===== src/rtl/mips_bus_pkg.sv =====
// Shared types for the MIPS bus sequencer: FSM state encoding and the registered bus request.
package mips_bus_pkg;

   typedef enum logic [2:0] {
      S_IDLE,
      S_FETCH,
      S_FETCH_RESP,
      S_EXEC,
      S_DATA,
      S_DATA_RESP,
      S_HALTED,
      S_ERROR
   } state_t;

   localparam logic [3:0] BE_WORD = 4'hF;

   typedef struct packed {
      logic [31:0] addr;
      logic [31:0] wdata;
      logic [3:0]  be;
      logic        rd;
      logic        wr;
   } bus_req_t;

   function automatic logic [31:0] word_align(input logic [31:0] a);
      return a & 32'hFFFF_FFFC;
   endfunction

endpackage


===== src/rtl/mips_bus_if.sv =====
// Avalon-style unified memory bus (waitrequest, read latency 1).
interface mips_bus_if;

   logic [31:0] address;
   logic        read;
   logic        write;
   logic [3:0]  byteenable;
   logic [31:0] writedata;
   logic        waitrequest;
   logic [31:0] readdata;

   modport master (
      output address, read, write, byteenable, writedata,
      input  waitrequest, readdata
   );

   modport slave (
      input  address, read, write, byteenable, writedata,
      output waitrequest, readdata
   );

endinterface


===== src/rtl/bus_watchdog.sv =====
// Counts consecutive stalled bus cycles; flags expiry so the sequencer can abandon the transfer.
module bus_watchdog #(
   parameter int unsigned WAIT_TIMEOUT = 256
) (
   input  logic clk,
   input  logic rst_n,
   input  logic i_enable,
   input  logic i_counting,
   input  logic i_wait,
   output logic o_expire
);

   localparam int unsigned CW = (WAIT_TIMEOUT > 1) ? $clog2(WAIT_TIMEOUT) : 1;
   localparam logic [CW-1:0] LIMIT = CW'((WAIT_TIMEOUT > 0) ? WAIT_TIMEOUT - 1 : 0);

   logic [CW-1:0] r_count;

   always_ff @(posedge clk or negedge rst_n) begin
      if (!rst_n) begin
         r_count <= '0;
      end else if (i_enable) begin
         if (i_counting && i_wait) r_count <= r_count + CW'(1);
         else                      r_count <= '0;
      end
   end

   // The current stalled cycle is included, so expiry fires on the WAIT_TIMEOUT-th stall.
   assign o_expire = (WAIT_TIMEOUT != 0) && i_counting && i_wait && (r_count == LIMIT);

endmodule


===== src/rtl/mips_bus_sequencer.sv =====
// Sequences one fetch and at most one data access per instruction over a single Avalon bus.
module mips_bus_sequencer
   import mips_bus_pkg::*;
#(
   parameter int unsigned WAIT_TIMEOUT = 256
) (
   input  logic        clk,
   input  logic        reset,
   input  logic        clk_enable,
   input  logic [31:0] if_addr,
   output logic [31:0] if_rdata,
   output logic        if_valid,
   input  logic [31:0] dm_addr,
   input  logic        dm_read,
   input  logic        dm_write,
   input  logic [31:0] dm_wdata,
   input  logic [3:0]  dm_byteenable,
   output logic [31:0] dm_rdata,
   input  logic        halt,
   output logic        commit,
   output logic        active,
   output logic        err,
   mips_bus_if.master  bus
);

   state_t      r_state;
   bus_req_t    r_req;
   logic [31:0] r_if_rdata;
   logic [31:0] r_dm_rdata;
   logic        r_if_valid;
   logic        r_active;
   logic        r_err;
   logic        w_counting;
   logic        w_expire;
   logic        w_commit;

   assign w_counting = (r_state == S_FETCH) || (r_state == S_DATA);

   bus_watchdog #(.WAIT_TIMEOUT(WAIT_TIMEOUT)) u_watchdog (
      .clk        (clk),
      .rst_n      (reset),
      .i_enable   (clk_enable),
      .i_counting (w_counting),
      .i_wait     (bus.waitrequest),
      .o_expire   (w_expire)
   );

   always_comb begin
      w_commit = 1'b0;
      case (r_state)
         S_EXEC:      w_commit = !halt && !dm_read && !dm_write;
         S_DATA:      w_commit = r_req.wr && !bus.waitrequest;
         S_DATA_RESP: w_commit = 1'b1;
         default:     w_commit = 1'b0;
      endcase
   end

   // Gated so a frozen cycle cannot present the strobe more than once.
   assign commit   = w_commit && clk_enable;
   assign dm_rdata = (r_state == S_DATA_RESP) ? bus.readdata : r_dm_rdata;

   always_ff @(posedge clk or negedge reset) begin
      if (!reset) begin
         r_state    <= S_IDLE;
         r_req      <= '0;
         r_if_rdata <= '0;
         r_dm_rdata <= '0;
         r_if_valid <= 1'b0;
         r_active   <= 1'b1;
         r_err      <= 1'b0;
      end else if (clk_enable) begin
         if (w_expire) begin
            r_state    <= S_ERROR;
            r_req.rd   <= 1'b0;
            r_req.wr   <= 1'b0;
            r_err      <= 1'b1;
            r_active   <= 1'b0;
            r_if_valid <= 1'b0;
         end else begin
            unique case (r_state)
               S_IDLE: begin
                  r_req.addr <= word_align(if_addr);
                  r_req.be   <= BE_WORD;
                  r_req.rd   <= 1'b1;
                  r_req.wr   <= 1'b0;
                  r_state    <= S_FETCH;
               end
               S_FETCH: begin
                  if (!bus.waitrequest) begin
                     r_req.rd <= 1'b0;
                     r_state  <= S_FETCH_RESP;
                  end
               end
               S_FETCH_RESP: begin
                  r_if_rdata <= bus.readdata;
                  r_if_valid <= 1'b1;
                  r_state    <= S_EXEC;
               end
               S_EXEC: begin
                  if (halt) begin
                     r_state    <= S_HALTED;
                     r_active   <= 1'b0;
                     r_if_valid <= 1'b0;
                  end else if (dm_write) begin
                     r_req.addr  <= word_align(dm_addr);
                     r_req.wdata <= dm_wdata;
                     r_req.be    <= dm_byteenable;
                     r_req.rd    <= 1'b0;
                     r_req.wr    <= 1'b1;
                     if (dm_read) r_err <= 1'b1;
                     r_state     <= S_DATA;
                  end else if (dm_read) begin
                     r_req.addr <= word_align(dm_addr);
                     r_req.be   <= dm_byteenable;
                     r_req.rd   <= 1'b1;
                     r_req.wr   <= 1'b0;
                     r_state    <= S_DATA;
                  end else begin
                     r_if_valid <= 1'b0;
                     r_state    <= S_IDLE;
                  end
               end
               S_DATA: begin
                  if (!bus.waitrequest) begin
                     r_req.rd <= 1'b0;
                     r_req.wr <= 1'b0;
                     if (r_req.wr) begin
                        r_if_valid <= 1'b0;
                        r_state    <= S_IDLE;
                     end else begin
                        r_state <= S_DATA_RESP;
                     end
                  end
               end
               S_DATA_RESP: begin
                  r_dm_rdata <= bus.readdata;
                  r_if_valid <= 1'b0;
                  r_state    <= S_IDLE;
               end
               default: begin
                  r_req.rd <= 1'b0;
                  r_req.wr <= 1'b0;
               end
            endcase
         end
      end
   end

   assign bus.address    = r_req.addr;
   assign bus.read       = r_req.rd;
   assign bus.write      = r_req.wr;
   assign bus.byteenable = r_req.be;
   assign bus.writedata  = r_req.wdata;
   assign if_rdata       = r_if_rdata;
   assign if_valid       = r_if_valid;
   assign active         = r_active;
   assign err            = r_err;

endmodule


===== src/flat_wrapper.sv =====
// flat-port wrapper written by rule: the top's interface ports become plain ports
module mips_bus_sequencer_flat import mips_bus_pkg::*;
#(
   parameter int unsigned WAIT_TIMEOUT = 256
)
  (clk, reset, clk_enable, if_addr, if_rdata, if_valid, dm_addr, dm_read, dm_write, dm_wdata, dm_byteenable, dm_rdata, halt, commit, active, err, bus_address, bus_read, bus_write, bus_byteenable, bus_writedata, bus_waitrequest, bus_readdata);
  mips_bus_if bus_i ();
  input  logic clk;
  input  logic reset;
  input  logic clk_enable;
  input  logic [31:0] if_addr;
  output logic [31:0] if_rdata;
  output logic if_valid;
  input  logic [31:0] dm_addr;
  input  logic dm_read;
  input  logic dm_write;
  input  logic [31:0] dm_wdata;
  input  logic [3:0] dm_byteenable;
  output logic [31:0] dm_rdata;
  input  logic halt;
  output logic commit;
  output logic active;
  output logic err;
  output wire logic [$bits(bus_i.address)-1:0] bus_address;
  output wire logic [$bits(bus_i.read)-1:0] bus_read;
  output wire logic [$bits(bus_i.write)-1:0] bus_write;
  output wire logic [$bits(bus_i.byteenable)-1:0] bus_byteenable;
  output wire logic [$bits(bus_i.writedata)-1:0] bus_writedata;
  input wire logic [$bits(bus_i.waitrequest)-1:0] bus_waitrequest;
  input wire logic [$bits(bus_i.readdata)-1:0] bus_readdata;
  assign bus_address = bus_i.address;
  assign bus_read = bus_i.read;
  assign bus_write = bus_i.write;
  assign bus_byteenable = bus_i.byteenable;
  assign bus_writedata = bus_i.writedata;
  assign bus_i.waitrequest = bus_waitrequest;
  assign bus_i.readdata = bus_readdata;
  mips_bus_sequencer #(.WAIT_TIMEOUT(WAIT_TIMEOUT)) u_core (.clk(clk), .reset(reset), .clk_enable(clk_enable), .if_addr(if_addr), .if_rdata(if_rdata), .if_valid(if_valid), .dm_addr(dm_addr), .dm_read(dm_read), .dm_write(dm_write), .dm_wdata(dm_wdata), .dm_byteenable(dm_byteenable), .dm_rdata(dm_rdata), .halt(halt), .commit(commit), .active(active), .err(err), .bus(bus_i));
endmodule

===== config.mk =====
export PLATFORM = sky130hd
export DESIGN_NAME = mips_bus_sequencer_flat
export DESIGN_NICKNAME = d
export VERILOG_FILES = /design/src/rtl/mips_bus_pkg.sv /design/src/rtl/mips_bus_if.sv /design/src/rtl/bus_watchdog.sv /design/src/rtl/mips_bus_sequencer.sv /design/src/flat_wrapper.sv
export SDC_FILE = /design/constraint.sdc
export NUM_CORES = 1
export LEC_CHECK = 0
export BUFFER_PORTS_ARGS = -buffer_cell sky130_fd_sc_hd__buf_2
export CORE_MARGIN = 2
export CORE_UTILIZATION = 40
export CTS_CLUSTER_DIAMETER = 40
export DETAILED_ROUTE_END_ITERATION = 6
export GPL_TIMING_DRIVEN = 0
export PLACE_DENSITY = 0.82
export SYNTH_ARGS = -nofsm -noshare
export SYNTH_HDL_FRONTEND = slang
export SYNTH_SLANG_ARGS = --single-unit

===== constraint.sdc =====
create_clock -name clk -period 1.75 [get_ports clk]
set_input_delay 0 -clock clk [delete_from_list [all_inputs] [get_ports clk]]
set_output_delay 0 -clock clk [all_outputs]
set_load 0.02 [all_outputs]

# After elaboration in Yosys (flattened, before gate mapping)
# Index checks and enable logic that the tools add are counted.
totals:
  reg_bits: 148
  latchBits: 0
  ram_bits: 0
  mem_bits_ro: 0
  inputBits: 139
  out_inout_bits: 138
  word_cells: 103
  n_memories: 0
op_classes:
  n_addsub: 1
  n_mul: 0
  div: 0
  n_lt_le_gt_ge: 0
  n_eq_ne: 18
  shifts: 0
  n_mux: 39
  bitwise_logic: 2
  reduce_logical: 31
op_table:
  columns: ["operator", "count"]
  rows:
  - ["$mux 32", 4]
  - ["$mux 70", 1]
  - ["$pmux 32 s2", 1]
  - ["$mux 3", 7]
  - ["$reduce_and 5->1", 4]
  - ["$pmux 3 s6", 1]
  - ["$mux 1", 15]
  - ["$mux 6", 2]
  - ["$ne 3x3->1 const B", 4]
  - ["$ne 4x4->1 const B", 3]
  - ["$reduce_and 6->1", 2]
  - ["$reduce_bool 2->1", 5]
  - ["$add 8x1->8 const B", 1]
  - ["$eq 8x8->1 const B", 1]
  - ["$mux 8", 1]
  - ["$pmux 4 s2", 1]
  - ["$reduce_bool 7->1", 1]
  - ["$eq 3x2->1 const B", 2]
  - ["$eq 3x3->1 const B", 2]
  - ["$logic_and 1x1->1", 6]
  - ["$ne 2x1->1 const B", 3]
  - ["$pmux 1 s3", 2]
  - ["$reduce_and 3->1", 2]
  - ["$pmux 1 s5", 1]
  - ["14 further kinds", 19]

# Longest topological paths before layout
depth:
  depth_word: 6
  mapped_depth: 7

# Cells and area by module
# From an unflattened synthesis, not the netlist that was laid out.
hier_totals:
  hier_cells: 538
  hier_area_um2: 6739.0
modules_own_cells:
  columns: ["mod", "instances", "cells_each", "area_each_um2", "seq_area_each_um2"]
  rows:
  - ["mips_bus_sequencer", 1, 497, 6338.6, 3454.6]
  - ["bus_watchdog", 1, 41, 400.4, 200.2]

# Least setup slack after synthesis
# OpenSTA, ideal clock, no wires.
synth_timing:
  kind: "reg-to-reg"
  startpoint: "register u_core.r_state[0]"
  endpoint: "register u_core.r_req, in the netlist u_core.bus.writedata[10]"
  setup_time_ns: 0.125
  t_arrival_ns: 1.776
  t_required_ns: 1.625
  setup_slack_ns: -0.151
  stages_incl_launch_ff: 8
  path_cell_list: "dfrtp_1 > buf_2 > nand2_1 > nor3_1 > and3_1 > buf_2 > buf_4 > mux2_2"
synth_via:
  elab_chain_cells: 6
  word_cells_on_any_way: 8
  classes_between: "eq/ne: 3; bitwise: 1; reduce/logical: 4"
synth_lines:
  columns: ["element", "line_no", "rtl"]
  rows:
  - ["from (decl)", "mips_bus_sequencer.sv:26", "state_t r_state;"]
  - ["from (signal assigned)", "mips_bus_sequencer.sv:64", "r_state <= S_IDLE;"]
  - ["from (signal assigned)", "mips_bus_sequencer.sv:73", "r_state <= S_ERROR;"]
  - ["from (signal assigned)", "mips_bus_sequencer.sv:86", "r_state <= S_FETCH;"]
  - ["$eq 3x1->1 or $eq 3x3->1 (tied branches)", "mips_bus_sequencer.sv:37", "assign w_counting = (r_state == S_FETCH) || (r_state == S_DATA);"]
  - ["$logic_or 1x1->1", "mips_bus_sequencer.sv:37", null]
  - ["$logic_and 1x1->1 (2 in a row)", "bus_watchdog.sv:28", "assign o_expire = (WAIT_TIMEOUT != 0) && i_counting && i_wait && (r_count == LIMIT);"]
  - ["$not 1->1 (no line)", null, null]
  - ["$reduce_and 5->1 (no line) *", null, null]
  - ["to (decl)", "mips_bus_sequencer.sv:27", "bus_req_t r_req;"]
# Mark *: on every way between the ends. The rest lies on a longest branch, timed or not.
# A chain may end at the register's enable or synchronous reset.

# Worst setup path in the final report
layout_timing:
  startpoint: "register u_core.r_state[2]"
  endpoint: "output port dm_rdata[19]"
layout_via:
  elab_chain_cells: 2
layout_lines:
  columns: ["element", "line_no", "rtl"]
  rows:
  - ["$eq 3x3->1", "mips_bus_sequencer.sv:60", "assign dm_rdata = (r_state == S_DATA_RESP) ? bus.readdata : r_dm_rdata;"]
  - ["$mux 32", "mips_bus_sequencer.sv:60", null]
  - ["to (decl)", "flat_wrapper.sv:19", "output logic [31:0] dm_rdata;"]
# No other way between the ends.

==> metrics.cfg <==
[worst_hold_path]
hp-class=input pin to register

[yosys]
synth-seq-cells=146
syn_avg_cell_area_sq_um=13.7
synthesis.area_sq_um=6540
synthFlopType=dfrtp_1
async_reset_ff_frac=1.00
ys_warn_count=0
syn_inst=479
synth_edf_count=0
seq_area_frac_synth=0.559
synth_cell_types=47

[routing]
viasPerCell=5.41
drc=0
vias=6330
wl_per_cell_um=22.5
dr.pass1.iters=5
drt-initial-drc-count=310
postRouteAntennaNets=0
wirelength_mm=26.3

[cells_and_area]
layout.nets=1078
drive_above_1_share=0.593
area_delta_synth_final_pct=75.1
finalNonFillerCells=1169
fill_cells=953

[worst_setup_path]
crit_arrival_ns=2.01
criticalPathCategory=register to output pin
critical_path.max_fanout=8
cp_num_buf_inv=4
cpLargestDelayFamily=buffers and inverters
crit_path_end_kind=output pin
r2r_setup_slack_ns=-0.24
cpPeakStageDelay_ns=0.42
startpoint_type=register
crit_required_ns=1.75
cp_cell_sequence=inv_2 > or3_4 > buf_12 > clkbuf_16 > mux2_4 > buf_6
crit_slowest_cell=dfrtp_2

[pwr]
ir_drop_mv=1.06
power_density_nw_per_um2=1780
total_power_uw=20400
leakage_uw=0.00560

[timing]
relSlewSlack=0.525
period_minus_slack_ns=2.01
fin_crit_sh=1.15
hold_viol=0
rsz0062_at_grt=yes
tns_ns=-19.70
setup_viol=147
skew_ns=0.0184
worst_pin_slew_ns=0.712
fin_ws_ns=-0.261
drv_slew=0
max_clock_freq_mhz=497

[grt]
grt_overflow_total=0
grtUsageMet3=0.0773
grt_busiest_layer=met2
grt.total_usage=0.273
gr-usage-met2=0.493
grt_antenna_before_repair=3
use_met1=0.299
grt_pass1_vias=6705
grt_max_degree=76
grt_pass1_wl_mm=37.1

[clock_network]
worst_skew_pair.late_latency_ns=0.42
path_clk_slew_ns=0.07
cts_tree=done
htree_levels=4
clockBufferDepth=2
clock-sinks=146
numCtsBuffers=17
root_buffer=clkbuf_16

[status]
violations=setup timing
status=complete, but fails checks

[place]
dp.cells=967
gp_congestion=0.891
place.port_buffers=270
dp_hpwl_mm=13.4

[floorplan]
die_w_um=132
dieArea_sq_um=17400
row_count=46
die_y_um=132
core-area_sq_um=15900
boundaryPins=277
start_util=0.410

[job]
maxCapViolCount=0

metal layers:
layer | vias up | share of wire | routed length, um
met3 | 96 | 0.078 | 2060
met2 | 400 | 0.52 | 13600
met1 | 3148 | 0.37 | 9600
met4 | 0 | 0.040 | 1050
li1 | 2686 | - | -
met5 | - | 0 | 0
worst reg2reg max path: cells and delay by family (launching register included):
| family | cells | cell delay [ns] |
|---|---|---|
| simple gates | 2 | 0.60 |
| buf+inv | 4 | 0.55 |
| mux | 1 | 0.30 |
| flops | 1 | 0.42 |
cell usage after synthesis (all sizes together) (4+ instances only):
library cell,count,area (sq um)
nand3,5,25.0
or3,4,25.0
nor2,6,22.5
nor3,4,20.0
mux2,163,1840
o31ai,6,45.0
dfrtp,145,3630
a21oi,7,35.0
clkbuf,15,56.3
inv,10,37.5
a22o,30,263
nand2,16,60.1
buf,19,111
o21ai,9,45.0
and3,5,31.3
sequential cells by signal (all words and copies together), names as in the netlist:
name / flops
u_core.err: 1
u_core.if_valid: 1
u_core.if_rdata: 32
u_core.bus.writedata: 32
u_core.r_dm_rdata: 32
u_core.bus.byteenable: 4
u_core.u_watchdog.r_count: 8
u_core.bus.write: 1
u_core.bus.address: 30
u_core.active: 1
u_core.r_state: 3
u_core.bus.read: 1
cells in the final DEF (no fill, tap or decap), types with 3 or more instances in the layout:
| cell | n |
|---|---|
| a21oi_1 | 6 |
| a22o_1 | 30 |
| and3_1 | 3 |
| buf_12 | 11 |
| buf_16 | 4 |
| buf_2 | 237 |
| buf_4 | 32 |
| buf_6 | 42 |
| buf_8 | 3 |
| bufinv_16 | 3 |
| clkbuf_1 | 3 |
| clkbuf_16 | 25 |
| clkinv_2 | 4 |
| dfrtp_1 | 144 |
| diode_2 | 3 |
| dlygate4sd3_1 | 130 |
| inv_1 | 8 |
| mux2_2 | 114 |
| mux2_4 | 49 |
| nand2_1 | 15 |
| nand3_1 | 3 |
| nor2_1 | 4 |
| nor3_4 | 3 |
| o21ai_0 | 8 |
| o31ai_1 | 6 |
| or3_4 | 3 |
cell type report:
type / count / area, sq um / share of cell area
plain buffers: 32 / 430 / 0.0376
repair buffers: 441 / 3380 / 0.296
clock inverters: 13 / 160 / 0.0140
flip-flops and latches: 146 / 3660 / 0.319
inverters: 10 / 37.5 / 0.00328
clock buffers: 18 / 429 / 0.0375
diodes: 3 / 7.51 / 0.000656
multi-input cells: 290 / 3070 / 0.268
well taps: 216 / 270 / 0.0236
stage by stage:
step | utilization | area [sq um] | setup slack, ns | hold slack [ns]
detailed placement | 0.517 | 8240 | -0.474 | 0.0693
finish | 0.718 | 11400 | -0.261 | 0.0652
CTS | 0.671 | 10700 | -0.217 | 0.0220
global placement | 0.515 | 8200 | -1.45 | 0.231
global route | 0.718 | 11400 | -0.278 | 0.0599
floorplan | - | 6580 | -0.0781 | -0.296
power by group:
group	switching, uW	internal [uW]
registers	1040	4950
clock network	1490	2240
logic	5400	5310
what timing repair did:
item                                   CTS  global route
buffers inserted                        15            13
gates cloned                             3             9
pin swaps                                5             8
setup endpoints to repair              169           165
resized for setup                      115           129
endpoints found under the hold margin  204             0
hold buffers                           130             0
cells by family (layout without fill, tap and decap cells):
family          Yosys count  count (layout)  share of synthesized area
compound gates           70              70                     0.0823
xor+xnor                  3               3                    0.00402
fa+ha+maj                 1               1                    0.00191
buf+inv                  44             514                     0.0314
flops                   146             146                      0.559
mux                     164             164                      0.282
other cells               1               5                   0.000574
simple gates             50              50                     0.0387
path summary, 6_finish.rpt:
path                              startpoint                       end  cells past startpoint
max                        u_core.r_state[2]              dm_rdata[19]                      6
min                         dm_byteenable[3]  u_core.bus.byteenable[3]                      4
max reg2reg                u_core.r_state[2]     u_core.r_dm_rdata[14]                      7
min reg2reg                       u_core.err                u_core.err                      1
max in group asynchronous              reset     u_core.bus.address[8]                      3
min in group asynchronous              reset     u_core.r_dm_rdata[21]                      2
No activity file was read; power rests on OpenSTA's default activity.
